File: config.mk
export PLATFORM = sky130hd
export DESIGN_NAME = shift_seq_unit
export DESIGN_NICKNAME = d
export VERILOG_FILES = /design/src/rtl/shift_seq_unit.sv
export SDC_FILE = /design/constraint.sdc
export NUM_CORES = 1
export LEC_CHECK = 0
export ABC_AREA = 0
export BUFFER_PORTS_ARGS = -buffer_cell sky130_fd_sc_hd__buf_2
export CAP_MARGIN = 5
export CORE_MARGIN = 4
export CORE_UTILIZATION = 50
export DETAILED_ROUTE_END_ITERATION = 10
export PLACE_DENSITY = 0.81
export SLEW_MARGIN = 20
export SYNTH_ARGS = -nofsm -noshare
export SYNTH_HDL_FRONTEND = slang
export SYNTH_SLANG_ARGS = --single-unit
File: constraint.sdc
create_clock -name clk -period 3.3 [get_ports clk]
set_input_delay 0.66 -clock clk [delete_from_list [all_inputs] [get_ports clk]]
set_output_delay 0.66 -clock clk [all_outputs]
set_load 0.01 [all_outputs]
File: src/rtl/shift_seq_unit.sv
// shift_seq_unit
//   Iterative, mode-selectable shifter for the MDR datapath. An accepted
//   request is shifted by up to STEP bits per cycle until the requested
//   amount is consumed, then the result is published on o_val with a
//   one-cycle o_done pulse.
//
//   state   | meaning
//   --------+----------------------------------------------------------
//   S_IDLE  | waiting for i_start; o_busy=0
//   S_SHIFT | consuming cnt, up to STEP bits per cycle
//   S_DONE  | o_done pulse; o_val valid; back to S_IDLE next cycle
//
// Ports
//   clk      clock, all logic on posedge
//   rst      synchronous reset, active-high
//   i_start  request, accepted only in S_IDLE
//   i_val    operand, sampled on the accept cycle
//   i_amt    shift amount 0..DW-1, sampled on the accept cycle
//   i_mode   00 LSL, 01 LSR, 10 ASR, 11 ROL, sampled on the accept cycle
//   o_busy   high in S_SHIFT and S_DONE
//   o_done   one-cycle completion pulse
//   o_val    result register, held until the next completion

module shift_seq_unit #(
  parameter int DW   = 32,
  parameter int STEP = 1,
  parameter int AW   = $clog2(DW)
) (
  input  logic          clk,
  input  logic          rst,
  input  logic          i_start,
  input  logic [DW-1:0] i_val,
  input  logic [AW-1:0] i_amt,
  input  logic [1:0]    i_mode,
  output logic          o_busy,
  output logic          o_done,
  output logic [DW-1:0] o_val
);

  typedef enum logic [1:0] {
    S_IDLE  = 2'd0,
    S_SHIFT = 2'd1,
    S_DONE  = 2'd2
  } state_t;

  localparam logic [AW-1:0] STEP_W = AW'(STEP);

  state_t        state, state_nxt;
  logic [DW-1:0] dreg, dreg_nxt;
  logic [DW-1:0] val_q, val_nxt;
  logic [AW-1:0] cnt, cnt_nxt;
  logic [1:0]    mode, mode_nxt;
  logic [AW-1:0] step_amt;
  logic [AW-1:0] cnt_rem;
  logic [DW-1:0] shifted;

  function automatic logic [DW-1:0] shift_op(input logic [DW-1:0] d,
                                             input logic [AW-1:0] s,
                                             input logic [1:0]    m);
    logic [2*DW-1:0] dbl;
    logic [DW-1:0]   r;
    // Rotate: shift a doubled copy; the upper half holds the rotated word.
    dbl = {d, d} << s;
    case (m)
      2'b00:   r = d << s;
      2'b01:   r = d >> s;
      2'b10:   r = DW'($signed(d) >>> s);
      default: r = dbl[2*DW-1:DW];
    endcase
    return r;
  endfunction

  // Last partial step when the remaining count is below STEP.
  assign step_amt = (cnt < STEP_W) ? cnt : STEP_W;
  assign cnt_rem  = cnt - step_amt;
  assign shifted  = shift_op(dreg, step_amt, mode);

  always_comb begin
    state_nxt = state;
    dreg_nxt  = dreg;
    cnt_nxt   = cnt;
    mode_nxt  = mode;
    val_nxt   = val_q;
    case (state)
      S_IDLE: begin
        if (i_start) begin
          dreg_nxt = i_val;
          cnt_nxt  = i_amt;
          mode_nxt = i_mode;
          if (i_amt == '0) begin
            val_nxt   = i_val;
            state_nxt = S_DONE;
          end else begin
            state_nxt = S_SHIFT;
          end
        end
      end
      S_SHIFT: begin
        dreg_nxt = shifted;
        cnt_nxt  = cnt_rem;
        if (cnt_rem == '0) begin
          val_nxt   = shifted;
          state_nxt = S_DONE;
        end
      end
      S_DONE:  state_nxt = S_IDLE;
      default: state_nxt = S_IDLE;
    endcase
  end

  always_ff @(posedge clk) begin
    if (rst) begin
      state <= S_IDLE;
      dreg  <= '0;
      cnt   <= '0;
      mode  <= '0;
      val_q <= '0;
    end else begin
      state <= state_nxt;
      dreg  <= dreg_nxt;
      cnt   <= cnt_nxt;
      mode  <= mode_nxt;
      val_q <= val_nxt;
    end
  end

  assign o_busy = (state != S_IDLE);
  assign o_done = (state == S_DONE);
  assign o_val  = val_q;

endmodule

==> impl_metrics.toml <==
[status]
status = "finished clean"

[pwr]
p_leak_nw = 1.85
netSwitchingPower_mw = 0.920
powerDensity_nw_per_um2 = 574
swShare_pct = 35.8
pwr-share-seq_pct = 43.1
power.internal_mw = 1.65
power_frac_clock_pct = 25.4
ir_worst_vdd_mv = 0.378
combinationalPowerShare_pct = 31.6

[yosys]
syn-instance-count = 506
synth_edf_count = 0
synth_fp_nets = 549
synth_ff_type = "dfxtp_1"
synth.distinct_cells = 43
synthArstFlopShare_pct = 0
netlist.area_leader.share_pct = 37.3
ys.warnings.count = 0
ys_seq_area_share_pct = 37.3
ys_top_cells_by_area = "dfxtp_1 (37%), nand2_1 (9.0%), mux2_2 (7.8%)"
synth_top_cell_by_area = "dfxtp_1"
synth_area_um2 = 3920
synth-seq-cells = 73
syn_avg_cell_area_um2 = 7.74

[drt]
vias_per_cell = 5.86
wl_per_cell_um = 15.7
drtIter0Drc = 196
drcViolationCount = 0
drt_pre_antenna_iters = 5
vias = 3881
wl_um = 10400
antenna_left = 0

[global_route]
grt_use_total_pct = 23.1
antenna_found_initial = 0
first_global_vias = 3692
overflow = 0
grt_pass1_wl_um = 16900
grt_max_degree = 59

[clock_tree]
numCtsBuffers = 9
clockRootBuffer = "clkbuf_8"
clkSinkCount = 73
cts_resized = 0
cts_tree = "yes"
path_clk_slew_ns = 0.07
htreeDepth = 3
clockBufferDepth = 2
clk_latency_ns = 0.35
post-cts-setup-buffers = 0
postCtsHoldBufs = 0

[sta]
min_period_ns = 2.62
finalSetupTns_ns = 0
fin_skew_ns = 0.0108
rsz0062_at_grt = "no"
relSlewSlack_pct = 27.1
finalCritPeriodShare_pct = 79.5
timing.fmax_ghz = 0.381
worstMarginPinSlew_ns = 1.09
final-setup-viol-count = 0
hold-worst-slack_ns = 0.499
hold_viol = 0
drv_slew = 0

[place]
port-buffer-count = 75
place.gp.congestion = 0.943
dpl.hpwl_um = 7220

[critical_path]
start_kind = "register"
reg2reg_depth = 8
required_ns = 3.56
cp_max_fo = 17
end_kind = "register"
arrival_ns = 2.88
path_class = "reg2reg"

[layout]
layout-drive-gt1-share_pct = 26.1
syn_to_final_growth_pct = 14.3
fin_util_pct = 58.2
fin_nets = 599
n_fill_cell = 759
insertedDiodeCount = 0

[hold_path]
holdPathStages = 2
min_path_type = "reg2reg"

[floorplanning]
coreArea_um2 = 7690
die_w_um = 96.5
fp.dieArea_um2 = 9310
die_h_um = 96.5
start_util_pct = 50.9
io_pins = 76
rows = 32

[run]
cap_violations = 0
-- layout by cell type, fill, tap and decap left out, types with 4 or more instances in the layout --
cell type	netlist	layout
mux2_2	27	27
a211oi_1	30	30
dfxtp_1	73	73
mux2i_1	5	5
inv_1	4	4
nand2_1	94	94
o21ai_1	4	4
o211ai_2	8	8
a21oi_1	32	32
nor2_1	57	57
nand3_1	30	30
o211ai_1	21	21
o21ai_0	28	28
clkbuf_8	0	12
buf_4	2	12
buf_2	7	75
nor3_1	10	10
-- power groups by stage --
stage | Sequential [mW] | Clock, mW | Combinational [mW]
3_3_place_gp | 1.12 | 0 | 0.781
4_1_cts | 1.10 | 0.665 | 0.811
2_1_floorplan | 1.11 | 0 | 0.629
6_report | 1.11 | 0.652 | 0.811
5_1_grt | 1.12 | 0.709 | 0.908
3_5_place_dp | 1.12 | 0 | 0.806
-- path summary, 6_finish.rpt --
check,start,to,slack (ns)
setup / recovery,cnt[4],o_val[18],0.68
hold / removal,o_val[26],o_val[26],0.50
setup reg to reg,cnt[4],o_val[18],0.68
hold reg to reg,o_val[26],o_val[26],0.50
-- registers in the layout, indices dropped and copies added, names as in the netlist --
name / cells
cnt: 5
state: 2
mode: 2
o_val: 32
dreg: 32
-- synthesized netlist by cell type, drive strengths merged (2+ instances only) --
library cell   n
nand2         94
dfxtp         73
nor2          57
clkbuf        34
a21oi         32
o21ai         32
a211oi        30
nand3         30
o211ai        29
mux2          27
buf           14
nor3          11
mux2i          5
inv            4
nor2b          4
a31oi          2
a32oi          2
and2           2
nand3b         2
o221ai         2
o31ai          2
or2            2
xor2           2
-- area by class of cell --
cell class	instances	area, um2	share of cell area (%)
Multi-Input combinational cell	381	2220	49.7
Clock buffer	13	169	3.77
Inverter	4	15.0	0.335
Timing Repair Buffer	87	465	10.4
Clock inverter	2	12.5	0.280
Sequential cell	73	1460	32.7
Tap cell	102	128	2.85
-- per-stage QoR --
step           power (mW)  setup WS [ns]  cell area [um2]  cells
2_1_floorplan        1.74           1.24             3920    506
3_3_place_gp         1.90          0.867             4290    647
3_5_place_dp         1.93          0.683             4290    647
4_1_cts              2.58          0.688             4480    662
5_1_grt              2.74          0.464             4480    662
6_report             2.57          0.678             4480    662
-- critical path: stages, from the launching register on --
cell and delay, ns:
dfxtp_1 0.36, or4_4 0.59, or2b_1 0.19, ha_1 0.21, nand4_1 0.42, nand2_1 0.22
buf_4 0.26, nor2_1 0.06, a211oi_1 0.21
-- per-layer routing --
metal	up-vias	track usage, %	part of all wire (%)
li1	1892	-	-
met3	14	6.58	6.4
met4	0	5.84	1.2
met1	1853	26.6	42
met5	-	0	0
met2	122	41.8	51
-- cell families after synthesis --
| logic type | count (synthesis) | share of synthesized area (%) |
|---|---|---|
| AO/OA/AOI/OAI | 136 | 23.3 |
| AND/OR/NAND/NOR | 209 | 23.0 |
| multiplexers | 32 | 9.04 |
| buffers and inverters | 52 | 6.36 |
| adder cells (fa/ha/maj) | 1 | 0.320 |
| flip-flops | 73 | 37.3 |
| XOR/XNOR | 3 | 0.671 |
No activity file was read; power rests on OpenSTA's default activity.
